[config.mk]
export PLATFORM = sky130hd
export DESIGN_NAME = local_inject_queue_flat
export DESIGN_NICKNAME = d
export VERILOG_FILES = /design/src/rtl/local_inject_queue_if.sv /design/src/rtl/local_inject_queue.sv /design/src/flat_wrapper.sv
export SDC_FILE = /design/constraint.sdc
export NUM_CORES = 1
export LEC_CHECK = 0
export CAP_MARGIN = 15
export CORE_MARGIN = 3
export CORE_UTILIZATION = 55
export DETAILED_ROUTE_END_ITERATION = 6
export PLACE_DENSITY = 0.79
export SLEW_MARGIN = 0
export SYNTH_ARGS = -nofsm -noshare
export SYNTH_HDL_FRONTEND = slang
export SYNTH_SLANG_ARGS = --single-unit
[constraint.sdc]
create_clock -name clk -period 4.4 [get_ports clk]
set_input_delay 1.1 -clock clk [delete_from_list [all_inputs] [get_ports clk]]
set_output_delay 1.1 -clock clk [all_outputs]
set_load 0.05 [all_outputs]
[src/rtl/local_inject_queue_if.sv]
// ---------------------------------------------------------------------------
// local_inject_queue_if
//
// Purpose: bundles the PE-side handshake and the router-side inject signals
// of local_inject_queue into one interface.
//
// Signals:
//   pe_valid         PE offers a flit
//   pe_flit          PE flit payload (FLIT_W)
//   pe_ready         queue accepts a flit this cycle
//   localInjectGrant one-hot or zero free-channel grant (NUM_CHANNEL)
//   inject_req       head flit present
//   injectValidOut   registered one-hot channel receiving the flit
//   injectFlitOut    registered injected flit (FLIT_W)
//   starve_flag      head flit waited too long for a free channel
//
// Modports:
//   master - PE / grant stage side (drives pe_valid, pe_flit, localInjectGrant)
//   slave  - the queue itself
// ---------------------------------------------------------------------------
interface local_inject_queue_if #(
    parameter int NUM_CHANNEL = 5,
    parameter int FLIT_W      = 64
);
    logic                   pe_valid;
    logic [FLIT_W-1:0]      pe_flit;
    logic                   pe_ready;
    logic [NUM_CHANNEL-1:0] localInjectGrant;
    logic                   inject_req;
    logic [NUM_CHANNEL-1:0] injectValidOut;
    logic [FLIT_W-1:0]      injectFlitOut;
    logic                   starve_flag;

    modport master (
        output pe_valid,
        output pe_flit,
        output localInjectGrant,
        input  pe_ready,
        input  inject_req,
        input  injectValidOut,
        input  injectFlitOut,
        input  starve_flag
    );

    modport slave (
        input  pe_valid,
        input  pe_flit,
        input  localInjectGrant,
        output pe_ready,
        output inject_req,
        output injectValidOut,
        output injectFlitOut,
        output starve_flag
    );
endinterface

[src/rtl/local_inject_queue.sv]
// ---------------------------------------------------------------------------
// local_inject_queue
//
// Purpose: buffers flits from the local processing element and injects the
// head flit into the router channel pipeline whenever the inject-grant stage
// offers a free channel. The granted channel's slot is driven one cycle after
// the grant is sampled, aligned with the channel pipeline register.
//
// Ports:
//   clk    in   clock, all state on rising edge
//   rst_n  in   asynchronous active-low reset
//   bus    local_inject_queue_if.slave
//          pe_valid/pe_flit/pe_ready   PE push handshake
//          localInjectGrant            one-hot-or-zero channel grant
//          inject_req                  queue non-empty
//          injectValidOut/injectFlitOut registered inject slot
//          starve_flag                 head waited >= STARVE_TH cycles
//
// Parameters: NUM_CHANNEL, FLIT_W, DEPTH (power of two, >= 2),
//             STARVE_TH (1..255)
//
// Optional feature macro: LOCAL_INJECT_STARVE_EN
//   defined   - 8-bit saturating starvation counter drives starve_flag
//   undefined - no counter is built, starve_flag is tied low
// ---------------------------------------------------------------------------
module local_inject_queue #(
    parameter int NUM_CHANNEL = 5,
    parameter int FLIT_W      = 64,
    parameter int DEPTH       = 4,
    parameter int STARVE_TH   = 16
) (
    input  logic                  clk,
    input  logic                  rst_n,
    local_inject_queue_if.slave   bus
);

    localparam int PTR_W = $clog2(DEPTH);
    localparam logic [PTR_W:0] PTR_ONE = (PTR_W+1)'(1);

    // Storage and pointers; the extra MSB of each pointer is the wrap bit.
    logic [FLIT_W-1:0]      mem [DEPTH];
    logic [PTR_W:0]         wrPtr;
    logic [PTR_W:0]         rdPtr;

    logic                   full;
    logic                   empty;
    logic                   push;
    logic                   pop;
    logic                   anyGrant;
    logic [NUM_CHANNEL-1:0] grantLowest;

    logic [NUM_CHANNEL-1:0] injectValidReg;
    logic [FLIT_W-1:0]      injectFlitReg;

    // Status flags come straight from the registered pointers so that
    // pe_ready never depends on a pop happening in the same cycle.
    always_comb begin
        empty = (wrPtr == rdPtr);
        full  = (wrPtr[PTR_W] != rdPtr[PTR_W]) &&
                (wrPtr[PTR_W-1:0] == rdPtr[PTR_W-1:0]);
    end

    // Handshake decode. A multi-hot grant is illegal upstream; isolating the
    // lowest set bit keeps the injected slot strictly one-hot anyway.
    always_comb begin
        anyGrant    = |bus.localInjectGrant;
        grantLowest = bus.localInjectGrant &
                      (~bus.localInjectGrant + NUM_CHANNEL'(1));
        push        = bus.pe_valid && !full;
        pop         = !empty && anyGrant;
    end

    assign bus.pe_ready   = !full;
    assign bus.inject_req = !empty;

    // Pointer registers. Both may move in the same cycle, which keeps
    // occupancy unchanged on simultaneous push and pop.
    always_ff @(posedge clk or negedge rst_n) begin
        if (!rst_n) begin
            wrPtr <= '0;
            rdPtr <= '0;
        end else begin
            if (push) begin
                wrPtr <= wrPtr + PTR_ONE;
            end
            if (pop) begin
                rdPtr <= rdPtr + PTR_ONE;
            end
        end
    end

    // Flit storage has no reset; the pointers alone decide what is valid.
    always_ff @(posedge clk) begin
        if (push) begin
            mem[wrPtr[PTR_W-1:0]] <= bus.pe_flit;
        end
    end

    // Inject slot register. The valid vector is a one-cycle pulse per pop
    // while the flit payload holds its last value between pops.
    always_ff @(posedge clk or negedge rst_n) begin
        if (!rst_n) begin
            injectValidReg <= '0;
            injectFlitReg  <= '0;
        end else if (pop) begin
            injectValidReg <= grantLowest;
            injectFlitReg  <= mem[rdPtr[PTR_W-1:0]];
        end else begin
            injectValidReg <= '0;
        end
    end

    assign bus.injectValidOut = injectValidReg;
    assign bus.injectFlitOut  = injectFlitReg;

`ifdef LOCAL_INJECT_STARVE_EN
    logic [7:0] starveCnt;
    logic [7:0] starveCntNext;
    logic       starveFlagReg;

    // Counts cycles the head flit sits waiting without any free channel.
    // Clearing on pop restarts the count for the next head flit.
    always_comb begin
        starveCntNext = starveCnt;
        if (empty || pop) begin
            starveCntNext = '0;
        end else if (starveCnt != 8'hFF) begin
            starveCntNext = starveCnt + 8'd1;
        end
    end

    // The flag is registered from the next count so it lines up with the
    // counter value it describes.
    always_ff @(posedge clk or negedge rst_n) begin
        if (!rst_n) begin
            starveCnt     <= '0;
            starveFlagReg <= 1'b0;
        end else begin
            starveCnt     <= starveCntNext;
            starveFlagReg <= (starveCntNext >= 8'(STARVE_TH));
        end
    end

    assign bus.starve_flag = starveFlagReg;
`else
    assign bus.starve_flag = 1'b0;
`endif

endmodule

[src/flat_wrapper.sv]
// flat-port wrapper written by rule: the top's interface ports become plain ports
module local_inject_queue_flat 
#(
    parameter int NUM_CHANNEL = 5,
    parameter int FLIT_W      = 64,
    parameter int DEPTH       = 4,
    parameter int STARVE_TH   = 16
)
  (clk, rst_n, bus_pe_valid, bus_pe_flit, bus_localInjectGrant, bus_pe_ready, bus_inject_req, bus_injectValidOut, bus_injectFlitOut, bus_starve_flag);
  local_inject_queue_if #(.NUM_CHANNEL(NUM_CHANNEL), .FLIT_W(FLIT_W)) bus_i ();
  input  logic clk;
  input  logic rst_n;
  input wire logic [$bits(bus_i.pe_valid)-1:0] bus_pe_valid;
  input wire logic [$bits(bus_i.pe_flit)-1:0] bus_pe_flit;
  input wire logic [$bits(bus_i.localInjectGrant)-1:0] bus_localInjectGrant;
  output wire logic [$bits(bus_i.pe_ready)-1:0] bus_pe_ready;
  output wire logic [$bits(bus_i.inject_req)-1:0] bus_inject_req;
  output wire logic [$bits(bus_i.injectValidOut)-1:0] bus_injectValidOut;
  output wire logic [$bits(bus_i.injectFlitOut)-1:0] bus_injectFlitOut;
  output wire logic [$bits(bus_i.starve_flag)-1:0] bus_starve_flag;
  assign bus_i.pe_valid = bus_pe_valid;
  assign bus_i.pe_flit = bus_pe_flit;
  assign bus_i.localInjectGrant = bus_localInjectGrant;
  assign bus_pe_ready = bus_i.pe_ready;
  assign bus_inject_req = bus_i.inject_req;
  assign bus_injectValidOut = bus_i.injectValidOut;
  assign bus_injectFlitOut = bus_i.injectFlitOut;
  assign bus_starve_flag = bus_i.starve_flag;
  local_inject_queue #(.NUM_CHANNEL(NUM_CHANNEL), .FLIT_W(FLIT_W), .DEPTH(DEPTH), .STARVE_TH(STARVE_TH)) u_core (.clk(clk), .rst_n(rst_n), .bus(bus_i));
endmodule
==> flow_summary.json, run 1 <==
{
  "postSynthCellCount": 522,
  "cts_resized": 0,
  "via_count": 5676,
  "postRouteAntennaNets": 0,
  "critPathMaxFanout": 22,
  "design.die.area_um2": 23970,
  "clock_latency_ns": 0.51,
  "synth_top_area_share_pct": 63.11,
  "yosys_warnings": 0,
  "grt_max_degree": 76,
  "dp.cells": 919,
  "num_antenna_cells": 0,
  "fp.dieW_um": 154.8,
  "synth.avg_cell_area_um2": 23.33,
  "drtIter0Drc": 373,
  "cts_buffer_depth": 3,
  "final_cell_mix": "256 x edfxtp_1, 141 x clkdlybuf4s50_1, 73 x dfrtp_1, 64 x mux4_2, 63 x mux2_2",
  "critPathSlowestCell": "clkdlybuf4s50_1",
  "vdd_drop_max_uv": 496.2,
  "drc": 0,
  "synth_seq_cells": 331,
  "cts_buffers": 34,
  "hold_path_class": "flop to flop",
  "setup_viol": 0,
  "rsz0062_at_grt": "false",
  "clockRootBuffer": "clkbuf_16",
  "tightest_slew_ns": 1.099,
  "crit_path_cell_trace": "xor2_1 -> nor3_1 -> inv_1 -> clkdlybuf4s50_1",
  "coreArea_um2": 21420,
  "path_class": "flop to output port",
  "hold_buffers": 0,
  "grt_pass1_wl_um": 36490,
  "ioPinCount": 144,
  "power_density_nw_per_um2": 824.4,
  "rows": 53,
  "final_common_cell": "edfxtp_1",
  "tritoncts": "done",
  "ys_types": 26,
  "cp-start-kind": "flop",
  "max_cap_viol_count": 0,
  "grt_util_all_layers_pct": 20.16,
  "finalCriticalPeriod_ns": 3.870,
  "slew_viol_final": 0,
  "relSlewSlack_pct": 26.72,
  "clock_skew_ns": 0.008812,
  "crit_path_max_incr_delay_ns": 0.72,
  "die_height_um": 154.8,
  "port-buffer-count": 142,
  "clk_pin_slew_worst_paths_ns": 0.06,
  "yosysTopAreaCell": "edfxtp_1",
  "syn-num-nets": 599,
  "post_cts_buffers": 0,
  "max_freq_ghz": 0.2584,
  "synth_area_leaders": "edfxtp_1 63%, dfrtp_1 15%, mux4_2 12%, mux2_2 5.8%, buf_6 0.74%",
  "crit_buf_inv": 2,
  "syn_to_final_growth_pct": 23.85,
  "cp.required_ns": 3.30,
  "dp_hpwl_um": 12830,
  "wl_per_cell_um": 23.95,
  "start_util_pct": 56.87,
  "antenna_found_initial": 0,
  "wl_um": 23470,
  "critPathTopFamily": "buffers and inverters",
  "yosysSeqAreaShare_pct": 78.52,
  "tns_ns": 0,
  "fin_crit_sh_pct": 87.96,
  "outcome": "completed",
  "crit_path_end_kind": "output port",
  "synth_area_um2": 12180,
  "crit_arrival_ns": 2.77,
  "firstDrtPassIters": 5,
  "final_cells": 980,
  "htree_levels": 2,
  "drive_gt1_share_pct": 27.09,
  "viasPerCell": 5.792,
  "final_hold_viol_count": 0,
  "grt_overflow": 0,
  "grt_pass1_vias": 6196,
  "power_leakage_nw": 5.221,
  "finalNetCount": 757,
  "place_congestion": 0.7678,
  "cts.sinks": 331
}
## routing by layer
metal | share of wire [%] | GRT usage [%] | vias to the layer above
met5 | 0 | 0 | -
met4 | 2.4 | 6.056 | 0
met3 | 6.8 | 4.169 | 45
met2 | 49 | 32.36 | 233
met1 | 42 | 28.63 | 2967
li1 | - | - | 2431
## synth_stat cells, drive strengths merged
master	instances
nand3	1
nor3	2
buf	20
dfrtp	75
ha	5
nor4b	1
a32oi	1
xnor2	5
and3	2
nor2	3
conb	1
nand2	2
edfxtp	256
o31a	1
nor2b	1
clkbuf	3
and2	5
mux2	65
mux4	64
o21ai	1
inv	3
xor2	5
## layout make-up
type | count | area, um^2
timing repair buffer | 145 | 1454
multi-input combinational | 165 | 2471
clock buffer | 45 | 965.9
sequential | 331 | 9572
tap | 275 | 344.1
fill | 1254 | 6334
clock inverter | 16 | 267.8
inverter | 3 | 11.26
## stage by stage
| step | utilization [%] | power [mW] | hold slack [ns] | instance area (um^2) | setup WS [ns] |
|---|---|---|---|---|---|
| after global placement | 64.67 | 9.234 | 0.4908 | 13850 | 0.9916 |
| after floorplan | - | 8.004 | 0.4977 | 12180 | 1.079 |
| after detailed placement | 64.67 | 9.375 | 0.4957 | 13850 | 0.9257 |
| after global routing | 70.43 | 12.96 | 0.5150 | 15090 | 0.4138 |
| after CTS | 70.43 | 12.57 | 0.5100 | 15090 | 0.5104 |
| final | 70.43 | 12.44 | 0.5063 | 15090 | 0.5298 |
## worst register-to-register path, stage by stage (launching register included)
cell and delay [ns]:
dfrtp_4 0.71, xnor2_1 0.26, a32oi_4 0.95, buf_12 0.37, mux2_2 0.42
## flip-flops by register name, indices dropped and copies added, names as in the netlist
name and cells:
u_core.bus.injectFlitOut 64, u_core.bus.injectValidOut 5, u_core.mem 256, u_core.rdPtr 3, u_core.wrPtr 3
## worst paths after layout
kind	startpoint	to	slack, ns	depth (start not counted)
setup / recovery	u_core.rdPtr[1]	bus_inject_req	0.53	4
hold / removal	u_core.bus.injectFlitOut[52]	u_core.bus.injectFlitOut[52]	0.51	1
setup reg to reg	u_core.rdPtr[0]	u_core.bus.injectFlitOut[34]	1.58	4
hold reg to reg	u_core.bus.injectFlitOut[52]	u_core.bus.injectFlitOut[52]	0.51	1
max in group asynchronous	rst_n	u_core.rdPtr[1]	2.84	1
min in group asynchronous	rst_n	u_core.bus.injectValidOut[0]	0.78	1
## cells by family (layout without fill, tap and decap cells)
kind of cell | Yosys count | in the layout | share of synthesized area [%]
flip-flops | 331 | 331 | 78.52
multiplexers | 129 | 129 | 17.84
buffers and inverters | 26 | 209 | 1.428
AND/OR/NAND/NOR | 17 | 17 | 0.7602
XOR/XNOR | 10 | 10 | 0.7190
adder cells (fa/ha/maj) | 5 | 5 | 0.5136
AO/OA/AOI/OAI | 3 | 3 | 0.1849
other | 1 | 1 | 0.03079
## report_power, final
group	total [mW]	switching, mW	leakage, nW	internal, mW
registers	4.82	0.441	3.23	4.37
clock network	3.12	1.15	0.601	1.97
logic	4.50	2.58	1.39	1.92
total	12.4	4.18	5.22	8.26
No activity file was read; power rests on OpenSTA's default activity.
==> run 2, diff against run 1 <==
--- a/config.mk
+++ b/config.mk
@@ -7,10 +7,10 @@
 export LEC_CHECK = 0
 export CAP_MARGIN = 15
 export CORE_MARGIN = 3
-export CORE_UTILIZATION = 55
+export CORE_UTILIZATION = 61
 export DETAILED_ROUTE_END_ITERATION = 6
-export PLACE_DENSITY = 0.79
-export SLEW_MARGIN = 0
+export DONT_BUFFER_PORTS = 1
+export PLACE_DENSITY = 0.77
 export SYNTH_ARGS = -nofsm -noshare
 export SYNTH_HDL_FRONTEND = slang
 export SYNTH_SLANG_ARGS = --single-unit
==> flow_summary.json, run 2 (synthesis gave the netlist of run 1 again) <==
{
  "routed.top_layer": "met4",
  "cts_buffers": 34,
  "hold_path_class": "primary input to async pin",
  "timing.rr.start": "u_core.rdPtr[1]",
  "wl_per_cell_um": 24.84,
  "max_cap_viol_count": 0,
  "clockRootBuffer": "clkbuf_16",
  "crit_path_cell_trace": "xor2_1 -> nor3_1 -> inv_1",
  "htree_levels": 2,
  "crit_arrival_ns": 2.25,
  "drc": 0,
  "ioPinCount": 144,
  "max_freq_ghz": 0.2984,
  "port-buffer-count": 0,
  "hold_buffers": 0,
  "largest_reg_flops": 256,
  "power_density_nw_per_um2": 827.9,
  "cp-startpoint": "u_core.rdPtr[1]",
  "place_congestion": 0.6987,
  "critPathTopFamily": "flip-flops",
  "grt_overflow": 0,
  "final_common_cell": "edfxtp_1",
  "tightest_slew_ns": 1.023,
  "drtIter0Drc": 298,
  "cp.required_ns": 3.30,
  "clock_latency_ns": 0.49,
  "grt_pass1_wl_um": 32620,
  "clock_skew_ns": 0.01214,
  "grt_pass1_vias": 5684,
  "dpl_cell_area_um2": 12420,
  "vdd_drop_max_uv": 482.6,
  "dp_hpwl_um": 11560,
  "num_antenna_cells": 0,
  "relSlewSlack_pct": 31.78,
  "finalCriticalPeriod_ns": 3.352,
  "grt_max_degree": 76,
  "tritoncts": "done",
  "cts_buffer_depth": 3,
  "path_class": "flop to output port",
  "outcome": "completed",
  "rsz0062_at_grt": "false",
  "cts_resized": 0,
  "crit_path_end_kind": "output port",
  "drive_gt1_share_pct": 33.45,
  "coreArea_um2": 19530,
  "critPathMaxFanout": 35,
  "final_hold_viol_count": 0,
  "setup_viol": 0,
  "firstDrtPassIters": 4,
  "crit_path_max_incr_delay_ns": 0.70,
  "antenna_found_initial": 0,
  "met3_length_um": 2169,
  "grt_util_all_layers_pct": 19.87,
  "power_leakage_nw": 4.597,
  "postRouteAntennaNets": 0,
  "post_cts_buffers": 0,
  "finalNetCount": 615,
  "dr_wl_met2_um": 10270,
  "final_util_pct": 69.07,
  "via_count": 4992,
  "rows": 51,
  "tns_ns": 0,
  "wl_um": 20550,
  "cp-start-kind": "flop",
  "design.die.area_um2": 21700,
  "fillers": 1173,
  "critPathSlowestCell": "dfrtp_4",
  "final_cell_mix": "256 x edfxtp_1, 73 x dfrtp_1, 64 x mux4_2, 63 x mux2_2, 35 x clkbuf_16",
  "clk_pin_slew_worst_paths_ns": 0.06,
  "multi_input_area_um2": 2471,
  "die_height_um": 147.3,
  "cts.sinks": 331,
  "ff_latch_area_um2": 9572,
  "fin_crit_sh_pct": 76.17,
  "final_cell_area_um2": 13490,
  "drt-met1-wl_um": 7652,
  "fp.dieW_um": 147.3,
  "syn_to_final_growth_pct": 10.72,
  "crit_buf_inv": 1,
  "viasPerCell": 6.036,
  "slew_viol_final": 0,
  "start_util_pct": 62.38
}
-- run 2: cell types whose count changed in the layout (fill, tap and decap cells not counted), moves of 2 or more --
cell | previous run | this run
bufinv_16 | 7 | 1
clkbuf_16 | 37 | 35
clkdlybuf4s50_1 | 141 | 0
clkbuf_8 | 1 | 5
clkinv_2 | 4 | 8
-- run 2: path summary, 6_finish.rpt --
kind,end,slack [ns],depth (start not counted)
setup / recovery,bus_inject_req,1.05,3
hold / removal,u_core.bus.injectFlitOut[55],0.30,0
setup reg to reg,u_core.bus.injectFlitOut[16],1.68,4
hold reg to reg,u_core.rdPtr[2],0.54,1
max in group asynchronous,u_core.bus.injectFlitOut[35],3.98,0
min in group clk,u_core.rdPtr[2],0.54,1
-- run 2: power breakdown --
part	total (mW)	switching (mW)	internal (mW)	leakage, nW
Sequential	6.00	1.64	4.35	3.23
Clock	2.68	1.08	1.60	0.533
Combinational	2.49	1.17	1.33	0.839
-- run 2: stage by stage --
step                      hold WS (ns)  setup WS [ns]  power, mW  cells
after floorplan                 0.4977          1.079      8.004    522
after global placement          0.5132          1.619      8.476    767
after detailed placement        0.5213          1.591      8.628    767
after CTS                       0.2763          1.011      11.33    827
after global routing            0.2642         0.9104      11.69    827
final                           0.3008          1.048      11.17    827
-- run 2: area by class of cell --
cell class,instances,share of cell area [%]
sequential,331,70.97
multi-input combinational,165,18.32
clock buffer,47,7.199
tap,265,2.458
clock inverter,13,0.7051
timing repair buffer,3,0.2598
inverter,3,0.08350
-- run 2: layer usage --
layer	vias to the layer above	track usage (%)
met1	2623	25.06
li1	2146	-
met2	179	32.07
met3	44	8.791
met5	-	0
met4	0	5.452
==> run 3, diff against run 2 <==
==> constraint.sdc (replaced) <==
create_clock -name clk -period 3.23 [get_ports clk]
set_input_delay 0.8075 -clock clk [delete_from_list [all_inputs] [get_ports clk]]
set_output_delay 0.8075 -clock clk [all_outputs]
set_load 0.05 [all_outputs]
==> flow_summary.json, run 3 (synthesis gave the netlist of run 1 again) <==
{
  "outcome": "completed",
  "clk_pin_slew_worst_paths_ns": 0.06,
  "setup_viol": 0,
  "cts_buffers": 34,
  "dpl_cell_area_um2": 12540,
  "drc": 0,
  "die_height_um": 147.3,
  "tritoncts": "done",
  "largest_reg_flops": 256,
  "dp.cells": 776,
  "clockRootBuffer": "clkbuf_16",
  "cp-start-kind": "flop",
  "p_switching_mw": 5.340,
  "vdd_drop_max_uv": 757.5,
  "wl_per_cell_um": 25.40,
  "wl_um": 21310,
  "grt_pass1_wl_um": 33110,
  "cts_resized": 0,
  "coreArea_um2": 19530,
  "crit_path_max_incr_delay_ns": 0.60,
  "finalCriticalPeriod_ns": 3.110,
  "tns_ns": 0,
  "fp.dieW_um": 147.3,
  "via_count": 5047,
  "port-buffer-count": 0,
  "crit_buf_inv": 1,
  "hold_path_class": "primary input to async pin",
  "path_class": "flop to output port",
  "rsz0062_at_grt": "false",
  "cp.required_ns": 2.42,
  "syn_to_final_growth_pct": 11.59,
  "power_leakage_nw": 4.629,
  "max_freq_ghz": 0.3216,
  "post_cts_buffers": 0,
  "antenna_found_initial": 0,
  "p_int_mw": 9.896,
  "start_util_pct": 62.38,
  "grt_util_all_layers_pct": 20.34,
  "tightest_slew_ns": 0.8617,
  "viasPerCell": 6.015,
  "crit_path_cell_trace": "xor2_1 -> nor3_1 -> inv_1",
  "power_switching_share_pct": 35.05,
  "relSlewSlack_pct": 42.55,
  "grt_pass1_vias": 5664,
  "p_clk_share_pct": 23.2,
  "max_cap_viol_count": 0,
  "final_cell_mix": "256 x edfxtp_1, 73 x dfrtp_1, 64 x mux4_2, 63 x mux2_2, 35 x clkbuf_16",
  "htree_levels": 2,
  "crit_arrival_ns": 2.30,
  "hold_buffers": 2,
  "dp_hpwl_um": 12640,
  "num_antenna_cells": 0,
  "combinationalPowerShare_pct": 24.3,
  "critPathTopFamily": "flip-flops",
  "ioPinCount": 144,
  "design.die.area_um2": 21700,
  "power.total_mw": 15.24,
  "final_common_cell": "edfxtp_1",
  "drtIter0Drc": 353,
  "critPathSlowestCell": "dfrtp_4",
  "slew_viol_final": 0,
  "crit_path_end_kind": "output port",
  "power_density_nw_per_um2": 1121,
  "power_frac_seq_pct": 52.5,
  "rows": 51,
  "cts.sinks": 331,
  "fin_crit_sh_pct": 96.27,
  "drive_gt1_share_pct": 33.10,
  "grt_overflow": 0,
  "clock_skew_ns": 0.01110,
  "cts_buffer_depth": 3,
  "firstDrtPassIters": 4,
  "postRouteAntennaNets": 0,
  "critPathMaxFanout": 13,
  "grt_max_degree": 70,
  "final_cells": 839,
  "final_hold_viol_count": 0,
  "final_cell_area_um2": 13590,
  "place_congestion": 0.7432,
  "finalNetCount": 626,
  "clock_latency_ns": 0.50
}
## run 3: cell count changes in the layout (fill, tap and decap cells not counted), sizes merged
| cell | change |
|---|---|
| dlygate4sd3 | +1 |
| buf | +10 |
| bufinv | -1 |
| clkinvlp | +1 |
| clkinv | -6 |
| clkbuf | +7 |
## run 3: path summary, 6_finish.rpt
check	from	end	slack (ns)	cells after the start
setup / recovery	u_core.rdPtr[0]	bus_inject_req	0.12	3
hold / removal	rst_n	u_core.bus.injectFlitOut[49]	0.19	1
setup reg to reg	u_core.rdPtr[0]	u_core.bus.injectFlitOut[62]	0.63	4
hold reg to reg	u_core.wrPtr[2]	u_core.wrPtr[2]	0.54	1
max in group asynchronous	rst_n	u_core.bus.injectFlitOut[12]	2.19	1
min in group clk	bus_localInjectGrant[0]	u_core.bus.injectValidOut[2]	0.39	1
## run 3: final cells by class
class	instances	area (um^2)
multi-input cells	165	2471
repair buffers	14	190.2
clock buffers	54	977.2
clock inverters	7	38.79
fillers	1181	5934
well taps	265	331.6
flip-flops and latches	331	9572
inverters	3	11.26
## run 3: stage by stage
stage	setup slack, ns	hold slack, ns	utilization (%)
after CTS	0.1984	0.2098	69.61
after floorplan	0.1872	0.4977	-
after detailed placement	0.5858	0.5139	64.21
final	0.1204	0.1948	69.61
after global placement	0.6558	0.5138	64.21
after global routing	0.06043	0.2038	69.61
## run 3: routing by layer
metal	part of all wire [%]	up-vias	wire length [um]	global-route usage, %
met5	0	-	0	0
met4	2.1	0	441	6.198
met3	8.8	36	1884	7.403
met2	50	163	10670	32.51
met1	39	2673	8318	26.81
li1	-	2175	-	-
## run 3: power groups by stage
| stage | logic (mW) | clock network [mW] | registers (mW) |
|---|---|---|---|
| 6_report | 3.70 | 3.54 | 8.00 |
| 3_3_place_gp | 3.61 | 0 | 8.03 |
| 5_1_grt | 4.00 | 3.79 | 8.12 |
| 4_1_cts | 3.78 | 3.61 | 8.03 |
| 3_5_place_dp | 3.73 | 0 | 8.11 |
| 2_1_floorplan | 3.03 | 0 | 7.88 |
